<file path="config.mk">
export PLATFORM = sky130hd
export DESIGN_NAME = generador_prueba_spi
export DESIGN_NICKNAME = d
export VERILOG_FILES = /design/src/rtl/generador_prueba_spi.sv
export SDC_FILE = /design/constraint.sdc
export NUM_CORES = 1
export LEC_CHECK = 0
export CAP_MARGIN = 15
export CORE_ASPECT_RATIO = 0.5
export CORE_UTILIZATION = 59
export CTS_BUF_LIST = sky130_fd_sc_hd__clkbuf_8
export DETAILED_ROUTE_END_ITERATION = 12
export PLACE_DENSITY_LB_ADDON = 0.12
export SYNTH_ARGS = -nofsm -noshare
export SYNTH_HDL_FRONTEND = slang
export SYNTH_SLANG_ARGS = --single-unit
</file>
<file path="constraint.sdc">
create_clock -name clk_i -period 10.33 [get_ports clk_i]
set_input_delay 1.5495 -clock clk_i [delete_from_list [all_inputs] [get_ports clk_i]]
set_output_delay 1.5495 -clock clk_i [all_outputs]
set_load 0.05 [all_outputs]
</file>
<file path="src/rtl/generador_prueba_spi.sv">
// generador_prueba_spi
// Self-test sequencer for a memory-mapped SPI peripheral. It writes N_WORDS
// pattern words into the data bank, writes one instruction word to the
// control register, polls the busy bit, and then reads the data bank back.
// Each word read back is compared with the regenerated pattern. The results
// (mismatch count, first failing address, poll timeout) stay valid until
// the next accepted start.
module generador_prueba_spi #(
  parameter int          N_WORDS   = 256,
  parameter int          WAIT_CYC  = 10,
  parameter int          POLL_MAX  = 1000000,
  parameter logic [31:0] CTRL_WORD = 32'h0000_0FD1
) (
  input  logic        clk_i,
  input  logic        reset_i,
  input  logic        inicio_i,
  input  logic        abortar_i,
  input  logic [1:0]  modo_i,
  input  logic [31:0] semilla_i,
  input  logic [31:0] salida_i,
  output logic        wr_o,
  output logic        reg_sel_o,
  output logic [31:0] entrada_o,
  output logic [31:0] addr_o,
  output logic        ocupado_o,
  output logic        listo_o,
  output logic        timeout_o,
  output logic [15:0] cuenta_err_o,
  output logic [7:0]  dir_err_o
);

  localparam logic [2:0] IDLE                 = 3'd0;
  localparam logic [2:0] ESCRIBIR_DATOS       = 3'd1;
  localparam logic [2:0] ESCRIBIR_INSTRUCCION = 3'd2;
  localparam logic [2:0] ESPERAR              = 3'd3;
  localparam logic [2:0] LEER_DATOS           = 3'd4;
  localparam logic [2:0] FIN                  = 3'd5;

  // The slot counter runs 0..WAIT_CYC. The poll counter runs 0..POLL_MAX-1.
  // One spare bit on each keeps the terminal compare clear of any wrap.
  localparam int SLOT_W = $clog2(WAIT_CYC + 1) + 1;
  localparam int POLL_W = $clog2(POLL_MAX + 1) + 1;

  localparam logic [SLOT_W-1:0] SLOT_LAST = SLOT_W'(WAIT_CYC);
  localparam logic [POLL_W-1:0] POLL_LAST = POLL_W'(POLL_MAX - 1);
  localparam logic [POLL_W-1:0] POLL_IGN  = POLL_W'(2);
  localparam logic [8:0]        IDX_LAST  = 9'(N_WORDS - 1);

  // Right-shift Galois taps for x^32 + x^22 + x^2 + x + 1
  localparam logic [31:0] LFSR_MASK = 32'h8020_0003;

  logic [2:0]        estado;
  logic [1:0]        modo_q;
  logic [31:0]       semilla_q;
  logic [31:0]       lfsr_q;
  logic [8:0]        idx_q;
  logic [SLOT_W-1:0] slot_q;
  logic [POLL_W-1:0] poll_q;
  logic [15:0]       cuenta_q;
  logic [7:0]        dir_q;
  logic              timeout_q;

  logic              slot_fin;
  logic              ultimo;
  logic [31:0]       esperado;
  logic [31:0]       semilla_ef;

  function automatic logic [31:0] lfsr_next(input logic [31:0] v);
    logic [31:0] r;
    r = v >> 1;
    if (v[0]) r = r ^ LFSR_MASK;
    return r;
  endfunction

  function automatic logic [31:0] patron(input logic [1:0] m, input logic [8:0] i,
                                         input logic [31:0] l);
    logic [31:0] r;
    case (m)
      2'b00:   r = {23'd0, i};
      2'b01:   r = l;
      2'b10:   r = 32'd1 << i[4:0];
      default: r = ~{23'd0, i};
    endcase
    return r;
  endfunction

  assign slot_fin   = (slot_q == SLOT_LAST);
  assign ultimo     = (idx_q == IDX_LAST);
  assign esperado   = patron(modo_q, idx_q, lfsr_q);
  assign semilla_ef = (semilla_i == 32'd0) ? 32'd1 : semilla_i;

  // Sequencer: state, slot/poll timing, pattern generator and sticky results
  always_ff @(posedge clk_i or posedge reset_i) begin
    if (reset_i) begin
      estado    <= IDLE;
      modo_q    <= 2'd0;
      semilla_q <= 32'd0;
      lfsr_q    <= 32'd0;
      idx_q     <= 9'd0;
      slot_q    <= '0;
      poll_q    <= '0;
      cuenta_q  <= 16'd0;
      dir_q     <= 8'd0;
      timeout_q <= 1'b0;
    end else if (abortar_i && estado != IDLE) begin
      estado <= IDLE;
      idx_q  <= 9'd0;
      slot_q <= '0;
      poll_q <= '0;
    end else begin
      case (estado)
        IDLE: begin
          if (inicio_i && !abortar_i) begin
            modo_q    <= modo_i;
            semilla_q <= semilla_ef;
            lfsr_q    <= semilla_ef;
            cuenta_q  <= 16'd0;
            dir_q     <= 8'd0;
            timeout_q <= 1'b0;
            idx_q     <= 9'd0;
            slot_q    <= '0;
            estado    <= ESCRIBIR_DATOS;
          end
        end
        ESCRIBIR_DATOS: begin
          if (slot_fin) begin
            slot_q <= '0;
            lfsr_q <= lfsr_next(lfsr_q);
            if (ultimo) begin
              idx_q  <= 9'd0;
              estado <= ESCRIBIR_INSTRUCCION;
            end else begin
              idx_q <= idx_q + 9'd1;
            end
          end else begin
            slot_q <= slot_q + 1'b1;
          end
        end
        ESCRIBIR_INSTRUCCION: begin
          if (slot_fin) begin
            slot_q <= '0;
            poll_q <= '0;
            estado <= ESPERAR;
          end else begin
            slot_q <= slot_q + 1'b1;
          end
        end
        ESPERAR: begin
          if (poll_q >= POLL_IGN && !salida_i[0]) begin
            idx_q  <= 9'd0;
            slot_q <= '0;
            lfsr_q <= semilla_q;
            estado <= LEER_DATOS;
          end else if (poll_q == POLL_LAST) begin
            timeout_q <= 1'b1;
            estado    <= FIN;
          end else begin
            poll_q <= poll_q + 1'b1;
          end
        end
        LEER_DATOS: begin
          if (slot_fin) begin
            if (salida_i != esperado) begin
              if (cuenta_q != 16'hFFFF) cuenta_q <= cuenta_q + 16'd1;
              if (cuenta_q == 16'd0) dir_q <= idx_q[7:0];
            end
            lfsr_q <= lfsr_next(lfsr_q);
            slot_q <= '0;
            if (ultimo) begin
              estado <= FIN;
            end else begin
              idx_q <= idx_q + 9'd1;
            end
          end else begin
            slot_q <= slot_q + 1'b1;
          end
        end
        FIN: begin
          idx_q  <= 9'd0;
          slot_q <= '0;
          poll_q <= '0;
          estado <= IDLE;
        end
        default: estado <= IDLE;
      endcase
    end
  end

  // Bus outputs decoded from the state, so an async reset clears them at once
  always_comb begin
    wr_o      = 1'b0;
    reg_sel_o = 1'b0;
    entrada_o = 32'd0;
    addr_o    = 32'd0;
    case (estado)
      ESCRIBIR_DATOS: begin
        wr_o      = 1'b1;
        reg_sel_o = 1'b1;
        addr_o    = {23'd0, idx_q};
        entrada_o = esperado;
      end
      ESCRIBIR_INSTRUCCION: begin
        wr_o      = 1'b1;
        entrada_o = CTRL_WORD;
      end
      LEER_DATOS: begin
        reg_sel_o = 1'b1;
        addr_o    = {23'd0, idx_q};
      end
      default: ;
    endcase
  end

  assign ocupado_o    = (estado != IDLE);
  assign listo_o      = (estado == FIN) && !abortar_i;
  assign timeout_o    = timeout_q;
  assign cuenta_err_o = cuenta_q;
  assign dir_err_o    = dir_q;

endmodule

</file>
# == Word-level counts from Yosys, hierarchy flattened ==
# Index checks and enable logic that the tools add are counted.
# word_totals
regBits,129
input_bits,70
out_inout_bits,93
# classes
add_sub_neg,4
order_cmp,1
eq_ne,32
shift,1
muxes,53
n_bitwise,3
n_reduce_logical,29
# op_table
cell,count
$pmux 32 s3,2
$mux 32,5
$mux 21,4
$mux 9,8
$mux 16,4
$pmux 32 s2,1
$pmux 21 s3,1
$pmux 9 s5,1
$logic_not 32->1,1
$mux 8,4
$ne 32x32->1,1
$not 9->32,1
$pmux 16 s2,1
$shl 1x5->32 const A,1
$ne 3x3->1 const B,10
$mux 3,9
$add 21x1->21 const B,1
$eq 21x20->1 const B,1
$ge 21x2->1 const B,1
$mux 5,4
$pmux 5 s4,1
$reduce_and 6->1,3
$add 16x1->16 const B,1
$logic_not 16->1,1
other kinds (34),56

# == Longest topological paths before layout ==
# Gate-level depths: netlist of the first run.
# depth
depth_word,6
mapped_depth,15
mapped_depth_nobuf,13

# == Least setup slack after synthesis of the first run ==
# Ideal clock, no wire load.
# synth_timing
path_type,register to output
startpoint,register estado[0]
endpoint,output entrada_o[12]
t_arrival_ps,2475
required_ps,8781
slack_ps,6306
path_stages_with_launch,8
path_buffers,3
cell_sequence,dfrtp_1 -> clkbuf_1 -> inv_1 -> clkbuf_1 -> nor2_1 -> nand2b_1 -> clkbuf_1 -> nor3_1
# synth_via
elab_chain_len,2
word_cells_on_any_way,3
cone_classes,eq/ne: 2; mux: 1
# synth_rtl
element,line_no,text
from (decl),52,logic [2:0] estado;
from (signal assigned),95,estado <= IDLE;
from (signal assigned),106,estado <= IDLE;
from (signal assigned),122,estado <= ESCRIBIR_DATOS;
$eq 3x2->1 or $eq 3x1->1 (tied branches),195,case (estado)
$pmux 32 s2 *,195,
to (decl),23,"output logic [31:0] entrada_o,"
# Every way passes the cells marked *; elsewhere a longest branch is shown, timed or not.

# == Worst setup path in the final report of the first run ==
# layout_timing
startpoint,register estado[2]
endpoint,output reg_sel_o
# layout_via
elab_chain_len,3
word_cells_on_any_way,4
cone_classes,eq/ne: 2; mux: 1; reduce/logical: 1
# layout_rtl
element,line_no,text
$eq 3x3->1 or $eq 3x1->1 (tied branches),195,
$reduce_or 2->1 (no line) *,-,
$mux 1 *,195,
to (decl),22,"output logic reg_sel_o,"
# Marked as above.

==> results of run 1 <==
## worst max-delay path, delay by kind of cell (launching register included)
family | cells | cell delay [ns]
buf+inv | 4 | 1.83
simple gates | 3 | 1.59
flops | 1 | 0.35
## cell usage in the layout, fill, tap and decap left out, drive strengths merged, types with 10 or more instances in the layout
master	instances
conb	23
a21oi	41
o31ai	14
nor4	24
mux2	31
nor3	24
nand4	15
nor2	72
nor2b	15
clkbuf	21
ha	14
a22oi	10
xnor2	21
buf	10
or3	36
clkdlybuf4s50	139
dfrtp	129
o221ai	27
nand2	127
nand2b	18
o21ai	119
and3	14
inv	29
xor2	18
nand3	23
## how the worst max path moves through the flow
stage                                startpoint                     endpoint  cells past startpoint
after floorplan                         reset_i  cuenta_err_o[0]$_DFFE_PP0P_                      1
after global placement    estado[2]$_DFFE_PP0P_                    reg_sel_o                      6
after detailed placement  estado[2]$_DFFE_PP0P_                    reg_sel_o                      6
after CTS                 estado[2]$_DFFE_PP0P_                    reg_sel_o                      6
after global routing      estado[2]$_DFFE_PP0P_                    reg_sel_o                      7
final                     estado[2]$_DFFE_PP0P_                    reg_sel_o                      7
## logic make-up after synthesis
| family | count (synthesis) | synth area share |
|---|---|---|
| and+or+nand+nor | 411 | 0.241 |
| other | 1 | 0.000421 |
| adders and majority gates | 14 | 0.0196 |
| AOI/OAI and AO/OA | 293 | 0.220 |
| muxes | 37 | 0.0463 |
| xor gates and xnor gates | 39 | 0.0383 |
| DFF | 129 | 0.362 |
| buffers and inverters | 123 | 0.0726 |
## registers in the layout, indices dropped and copies added, names as in the netlist
name          count
lfsr_q           32
poll_q           21
idx_q             9
modo_q            2
timeout_o         1
dir_err_o         8
slot_q            5
cuenta_err_o     16
semilla_q        32
estado            3
## final cells by class
type | instances | share of cell area
multi-input combinational | 817 | 0.484
sequential | 129 | 0.304
timing repair buffer | 149 | 0.141
clock buffer | 21 | 0.0272
tap | 198 | 0.0233
clock inverter | 7 | 0.0105
inverter | 28 | 0.0101
## synth_stat cells (8+ instances only)
library cell | instances | area (um2)
dfrtp_1 | 129 | 3230
nand2_1 | 127 | 477
o21ai_0 | 106 | 531
nor2_1 | 72 | 270
clkbuf_1 | 44 | 165
a21oi_1 | 40 | 200
or3_1 | 36 | 225
mux2_2 | 30 | 338
buf_4 | 29 | 218
o221ai_1 | 27 | 236
inv_1 | 26 | 97.6
nor3_1 | 24 | 120
nand3_1 | 23 | 115
nor4_1 | 22 | 138
xnor2_1 | 21 | 184
nand2b_1 | 18 | 113
xor2_1 | 18 | 158
nor2b_1 | 15 | 93.8
ha_1 | 14 | 175
nand4_1 | 14 | 87.6
and3_1 | 13 | 81.3
buf_2 | 13 | 65.1
o31ai_1 | 13 | 97.6
a22oi_1 | 10 | 75.1
a22o_1 | 9 | 78.8
a31oi_1 | 8 | 50.1
buf_6 | 8 | 90.1
## metal layers
layer / wire, um / global-route usage / share of wire / up-vias
li1: - / - / - / 3991
met1: 11400 / 0.472 / 0.42 / 4190
met2: 12200 / 0.545 / 0.45 / 492
met3: 2650 / 0.0859 / 0.098 / 65
met4: 632 / 0.110 / 0.023 / 0
met5: 0 / 0 / 0 / -
## power by group
part / total [uW] / internal, uW / switching (uW)
registers: 758 / 640 / 118
clock network: 454 / 257 / 197
logic: 1460 / 518 / 943
## stage by stage
step / instance area (um2) / setup slack, ns / hold WS (ns) / instances
3_5_place_dp: 10200 / 4.61 / 0.473 / 1319
5_1_grt: 10600 / 4.37 / 0.519 / 1349
2_1_floorplan: 9000 / 5.34 / 0.450 / 1069
4_1_cts: 10600 / 4.08 / 0.488 / 1347
3_3_place_gp: 10200 / 4.73 / 0.467 / 1319
6_report: 10600 / 4.53 / 0.499 / 1349
==> impl_metrics.yaml, run 1 <==
logic_synthesis:
  netlist_area_mm2: 0.00891
  synthDistinctLibCells: 84
  synth_area_per_cell_um2: 8.51
  seq_area_frac_synth: 0.362
  synthArstFlopShare: 1.00
  ys_ff_latch: 129
  ys.flop_type: "dfrtp_1"
  synth_edf_count: 0
  netlist_instances: 1047
  ys_warn_count: 0
power:
  leakagePower_uw: 0.00418
  power_uw: 2670
  ir_drop_mv: 0.144
  power_density_mw_per_mm2: 252
sta:
  finalMaxSlewViolations: 0
  skew_ns: 0.0188
  period_needed_ns: 5.80
  fmax_mhz: 172
  setup_viol: 0
  rsz0062_at_grt: "false"
  hold_violations: 0
  slew_headroom: 0.241
  worstMarginPinSlew_ns: 1.14
  fin_crit_sh: 0.562
  setup-tns-final_ns: 0
finish:
  insertedDiodeCount: 0
  drive_gt1_frac: 0.0834
  regArea_mm2: 0.00323
  final_core_util: 0.726
  finalNetCount: 1226
  area_growth_pct: 19.1
  nFillCells: 1156
  multi_input_area_mm2: 0.00514
detailed_routing:
  first_iter_violations: 1022
  wirelength_um: 26900
  wl_per_cell_um: 20.0
  dr_total_vias: 8738
  drtPass1Iterations: 7
  viasPerCell: 6.48
  drcViolationCount: 0
  ant_nets: 0
cts:
  cts_sinks: 129
  hold_buffers: 0
  cts-buffers-inserted: 17
  post_cts_buffers: 0
  tritoncts: "built"
  clk_pin_slew_ns: 0.07
  insertion_delay_ns: 0.46
  ctsHtreeMaxLevel: 4
  root_buffer: "clkbuf_8"
  clk_path_buf_depth: 2
  ctsResizeCount: 0
grt:
  grt_start_max_net_pins: 70
  antenna_found_initial: 0
  grt_first_pass_wirelength_um: 41600
  grt_pass1_vias: 7845
  grtUsageTotal: 0.345
  grt.overflow.total: 0
setup_path:
  slowest_stage: "nand2_1"
  worstPathCellList: "buf_4 > nand2b_1 > nand2_1 > nand2_1 > buf_16 > inv_1 > clkdlybuf4s50_1"
  r2r_start: "idx_q[2]$_DFFE_PP0P_"
  cp_common_cell: "nand2_1"
  startpoint_type: "flip-flop"
  worstPathArrival_ns: 4.25
  ff2ff_setup_slack_ns: 5.77
  worstSetupEndpointType: "output port"
  r2r-end: "cuenta_err_o[7]$_DFFE_PP0P_"
  critPathMaxStageDelay_ns: 0.86
  cp.required_ns: 8.78
  path_max_fanout: 58
  rr_worst_depth: 10
  worstSetupPathType: "flip-flop to output port"
worst_hold_path:
  holdPathStages: 1
  min_from: "semilla_q[18]$_DFFE_PP0P_"
  min_path_type: "flip-flop to flip-flop"
  holdPathEnd: "semilla_q[18]$_DFFE_PP0P_"
outcome:
  status: "complete, no violations"
floorplanning:
  ios: 163
  rows: 31
  core_region_area_mm2: 0.0146
  fp.dieW_um: 176
  die_h_um: 88.9
  floorplan.initialDensity: 0.610
  fp.dieArea_mm2: 0.0156
placed_design:
  io_buffer_count: 139
  gp_congestion: 0.986
  dp_hpwl_um: 18700
job:
  cap_violations: 0
(Power assumes the default switching activity.)
==> inputs of run 2 (changes only) <==
Settings changed: CORE_UTILIZATION 59 to 55.
Clock period 10.33 ns to 5.7 ns, I/O delays scaled along.
==> impl_metrics.yaml, run 2 (synthesized netlist as in run 1, its figures left out) <==
power:
  ir_drop_mv: 0.233
  power_density_mw_per_mm2: 454
  leakagePower_uw: 0.00420
  power_uw: 4840
finish:
  finalNetCount: 1231
  drive_gt1_frac: 0.0897
  insertedDiodeCount: 0
  reg_top3: "lfsr_q (32), semilla_q (32), poll_q (21)"
  final_common_cell: "clkdlybuf4s50_1"
  layout_common_cells: "139 x clkdlybuf4s50_1, 129 x dfrtp_1, 127 x nand2_1"
  area_growth_pct: 19.6
grt:
  grtUsageTotal: 0.342
  grt_pass1_vias: 8032
  antenna_found_initial: 0
  grt_first_pass_wirelength_um: 44200
  grt.overflow.total: 0
  grt_start_max_net_pins: 65
floorplanning:
  die_h_um: 92.0
  ios: 163
  rows: 32
  core_region_area_mm2: 0.0156
  fp.dieW_um: 182
  fp.dieArea_mm2: 0.0168
  floorplan.initialDensity: 0.571
detailed_routing:
  drtPass1Iterations: 6
  wl_per_cell_um: 20.2
  viasPerCell: 6.41
  ant_nets: 0
  wirelength_um: 27500
  dr_total_vias: 8740
  drcViolationCount: 0
  first_iter_violations: 762
sta:
  setup_viol: 0
  period_needed_ns: 4.56
  fmax_mhz: 219
  rsz0062_at_grt: "false"
  setup_slack_ns: 1.14
  slew_headroom: 0.315
  finalMaxSlewViolations: 0
  setup-tns-final_ns: 0
  skew_ns: 0.0140
  worstMarginPinSlew_ns: 1.02
  fin_crit_sh: 0.800
  hold_violations: 0
job:
  cap_violations: 0
setup_path:
  cp-endpoint: "entrada_o[20]"
  critPathLaunch: "estado[0]$_DFFE_PP0P_"
  startpoint_type: "flip-flop"
  worstSetupPathType: "flip-flop to output port"
  ff2ff_setup_slack_ns: 1.50
  worstPathArrival_ns: 3.71
  worstSetupEndpointType: "output port"
  r2r-end: "cuenta_err_o[8]$_DFFE_PP0P_"
  r2r_start: "modo_q[1]$_DFFE_PP0P_"
  cp.required_ns: 4.85
  path_max_fanout: 39
  rr_worst_depth: 9
worst_hold_path:
  min_path_type: "flip-flop to flip-flop"
cts:
  ctsResizeCount: 0
  hold_buffers: 0
  tritoncts: "built"
  cts-buffers-inserted: 17
  ctsHtreeMaxLevel: 4
  clk_path_buf_depth: 2
  cts_sinks: 129
  post_cts_buffers: 0
  insertion_delay_ns: 0.47
  clk_pin_slew_ns: 0.07
  root_buffer: "clkbuf_8"
placed_design:
  io_buffer_count: 139
  gp_congestion: 0.986
  dp_hpwl_um: 19600
  pre_cts_ws_ns: 1.52
outcome:
  status: "complete, no violations"
-- run 2: changes by cell type in the layout (fill, tap and decap cells not counted), sizes merged --
cell and delta:
buf +5, bufinv -1, clkinv +1, clkinvlp +2, clkbuf +2
-- run 2: cell type report --
class | count | area [um2]
sequential | 129 | 3230
clock buffer | 23 | 317
timing repair buffer | 154 | 1520
clock inverter | 9 | 105
multi-input combinational | 817 | 5130
tap | 204 | 255
inverter | 28 | 108
fill | 1314 | 4960
-- run 2: report_power, final --
group / total [uW] / internal [uW] / switching, uW
Combinational: 2600 / 932 / 1670
Sequential: 1400 / 1160 / 245
Clock: 838 / 456 / 382
-- run 2: worst min-delay path by stage --
stage                              from                        to  slack [ns]  cells past startpoint
2_1_floorplan  semilla_q[0]$_DFFE_PP0P_  semilla_q[0]$_DFFE_PP0P_        0.45                      2
3_3_place_gp   semilla_q[0]$_DFFE_PP0P_  semilla_q[0]$_DFFE_PP0P_        0.46                      2
3_5_place_dp   semilla_q[0]$_DFFE_PP0P_  semilla_q[0]$_DFFE_PP0P_        0.47                      2
4_1_cts        semilla_q[0]$_DFFE_PP0P_  semilla_q[0]$_DFFE_PP0P_        0.49                      2
5_1_grt        semilla_q[0]$_DFFE_PP0P_  semilla_q[0]$_DFFE_PP0P_        0.51                      2
6_report       semilla_q[0]$_DFFE_PP0P_  semilla_q[0]$_DFFE_PP0P_        0.49                      2
-- run 2: through the flow --
step | area (um2) | instances | hold slack (ns) | util
2_1_floorplan | 9000 | 1069 | 0.450 | -
3_3_place_gp | 10200 | 1331 | 0.464 | 0.654
3_5_place_dp | 10200 | 1331 | 0.472 | 0.654
4_1_cts | 10600 | 1363 | 0.488 | 0.681
5_1_grt | 10700 | 1364 | 0.513 | 0.683
6_report | 10700 | 1364 | 0.492 | 0.683
-- run 2: worst max-delay path: stages, from the launching register on --
cell	delay, ns
dfrtp_1	0.33
buf_4	0.36
inv_1	0.11
nor2_1	0.50
nand2b_1	0.65
nor3_1	0.42
clkdlybuf4s50_1	0.88
-- run 2: metal layers --
layer	up-vias	global-route usage	share of wire
met3	51	0.0679	0.098
met5	-	0	0
met2	460	0.517	0.45
met1	4223	0.490	0.43
met4	0	0.113	0.019
li1	4006	-	-
==> inputs of run 3 (changes only) <==
Clock period 5.7 ns to 4.6 ns, I/O delays scaled along.
==> impl_metrics.yaml, run 3 (synthesized netlist as in run 1, its figures left out) <==
outcome:
  status: "complete, no violations"
setup_path:
  rr_worst_depth: 10
  startpoint_type: "flip-flop"
  worstPathArrival_ns: 3.45
  worstSetupEndpointType: "output port"
  worstSetupPathType: "flip-flop to output port"
  path_max_fanout: 8
  cp.required_ns: 3.91
sta:
  slew_headroom: 0.331
  fin_crit_sh: 0.900
  finalMaxSlewViolations: 0
  fmax_mhz: 242
  setup_slack_ns: 0.460
  worstMarginPinSlew_ns: 1.00
  skew_ns: 0.0134
  setup_viol: 0
  hold_violations: 0
  fin_hold_ws_ns: 0.501
  setup-tns-final_ns: 0
  rsz0062_at_grt: "false"
  period_needed_ns: 4.14
cts:
  root_buffer: "clkbuf_8"
  cts-buffers-inserted: 17
  insertion_delay_ns: 0.47
  cts_sinks: 129
  tritoncts: "built"
  ctsResizeCount: 0
  ctsHtreeMaxLevel: 4
  hold_buffers: 0
  post_cts_buffers: 0
  clk_path_buf_depth: 2
  clk_pin_slew_ns: 0.09
floorplanning:
  rows: 32
  fp.dieArea_mm2: 0.0168
  floorplan.initialDensity: 0.571
  die_h_um: 92.0
  core_region_area_mm2: 0.0156
  fp.dieW_um: 182
  ios: 163
power:
  power_density_mw_per_mm2: 575
  p_sw_frac: 0.469
  p_clk_frac: 0.186
  comb_power_share: 0.530
  internal_power_uw: 3320
  ir_drop_mv: 0.339
  power_uw: 6240
  p_switching_uw: 2930
  power_frac_seq: 0.284
  leakagePower_uw: 0.00433
finish:
  layout_common_cells: "129 x dfrtp_1, 127 x nand2_1, 114 x clkdlybuf4s50_1"
  final_common_cell: "dfrtp_1"
  insertedDiodeCount: 0
  area_growth_pct: 21.9
  drive_gt1_frac: 0.117
  nFillCells: 1269
  finalNetCount: 1236
  final_core_util: 0.696
  reg_top3: "lfsr_q (32), semilla_q (32), poll_q (21)"
placed_design:
  dp_hpwl_um: 20200
  pre_cts_ws_ns: 0.944
  io_buffer_count: 139
  gp_congestion: 0.972
detailed_routing:
  drcViolationCount: 0
  first_iter_violations: 756
  ant_nets: 0
  wl_per_cell_um: 20.7
  dr_total_vias: 8781
  wirelength_um: 28300
  viasPerCell: 6.41
  drtPass1Iterations: 6
grt:
  grt_first_pass_wirelength_um: 44500
  grt_start_max_net_pins: 75
  grt_pass1_vias: 8021
  antenna_found_initial: 0
  grtUsageTotal: 0.345
  grt.overflow.total: 0
job:
  cap_violations: 0
worst_hold_path:
  min_path_type: "flip-flop to flip-flop"
  holdPathStages: 1
[run 3: path summary, 6_finish.rpt]
kind | from | endpoint | slack (ns)
hold reg to reg | semilla_q[17]$_DFFE_PP0P_ | semilla_q[17]$_DFFE_PP0P_ | 0.50
setup / recovery | idx_q[0]$_DFFE_PP0P_ | entrada_o[8] | 0.46
min in group asynchronous | reset_i | cuenta_err_o[13]$_DFFE_PP0P_ | 0.79
setup reg to reg | idx_q[0]$_DFFE_PP0P_ | cuenta_err_o[1]$_DFFE_PP0P_ | 0.83
hold / removal | semilla_q[17]$_DFFE_PP0P_ | semilla_q[17]$_DFFE_PP0P_ | 0.50
max in group asynchronous | reset_i | lfsr_q[5]$_DFFE_PP0P_ | 2.95
[run 3: power groups by stage]
| stage | clock, uW | combinational [uW] | sequential (uW) |
|---|---|---|---|
| final | 1160 | 3310 | 1770 |
| after CTS | 1170 | 3270 | 1760 |
| after floorplan | 0 | 2410 | 1600 |
| after global placement | 0 | 3230 | 1760 |
| after global routing | 1210 | 3570 | 1810 |
| after detailed placement | 0 | 3250 | 1780 |
[run 3: worst max-delay path, stage by stage, from the launching register on]
cell,delay [ns]
dfrtp_1,0.49
inv_1,0.19
ha_1,0.39
nand2b_1,0.17
o311a_1,0.37
or3_1,0.39
a21oi_1,0.15
clkdlybuf4s50_1,0.82
[run 3: stage by stage]
step / std cells / instance area [um2]
after global placement: 1337 / 10400
after global routing: 1369 / 10900
after detailed placement: 1337 / 10400
after CTS: 1369 / 10900
final: 1369 / 10900
after floorplan: 1069 / 9000
[run 3: area by class of cell]
type,count,area (um2),area share
clock buffers,17,234,0.0215
repair buffers,159,1680,0.155
multi-input cells,817,5130,0.472
flip-flops and latches,129,3230,0.297
well taps,204,255,0.0235
inverters,28,108,0.00990
clock inverters,15,231,0.0213
[run 3: routing by layer]
layer | vias up | global-route usage | share of wire
li1 | 4019 | - | -
met3 | 43 | 0.0608 | 0.083
met4 | 0 | 0.0931 | 0.015
met1 | 4308 | 0.498 | 0.45
met5 | - | 0 | 0
met2 | 411 | 0.533 | 0.46
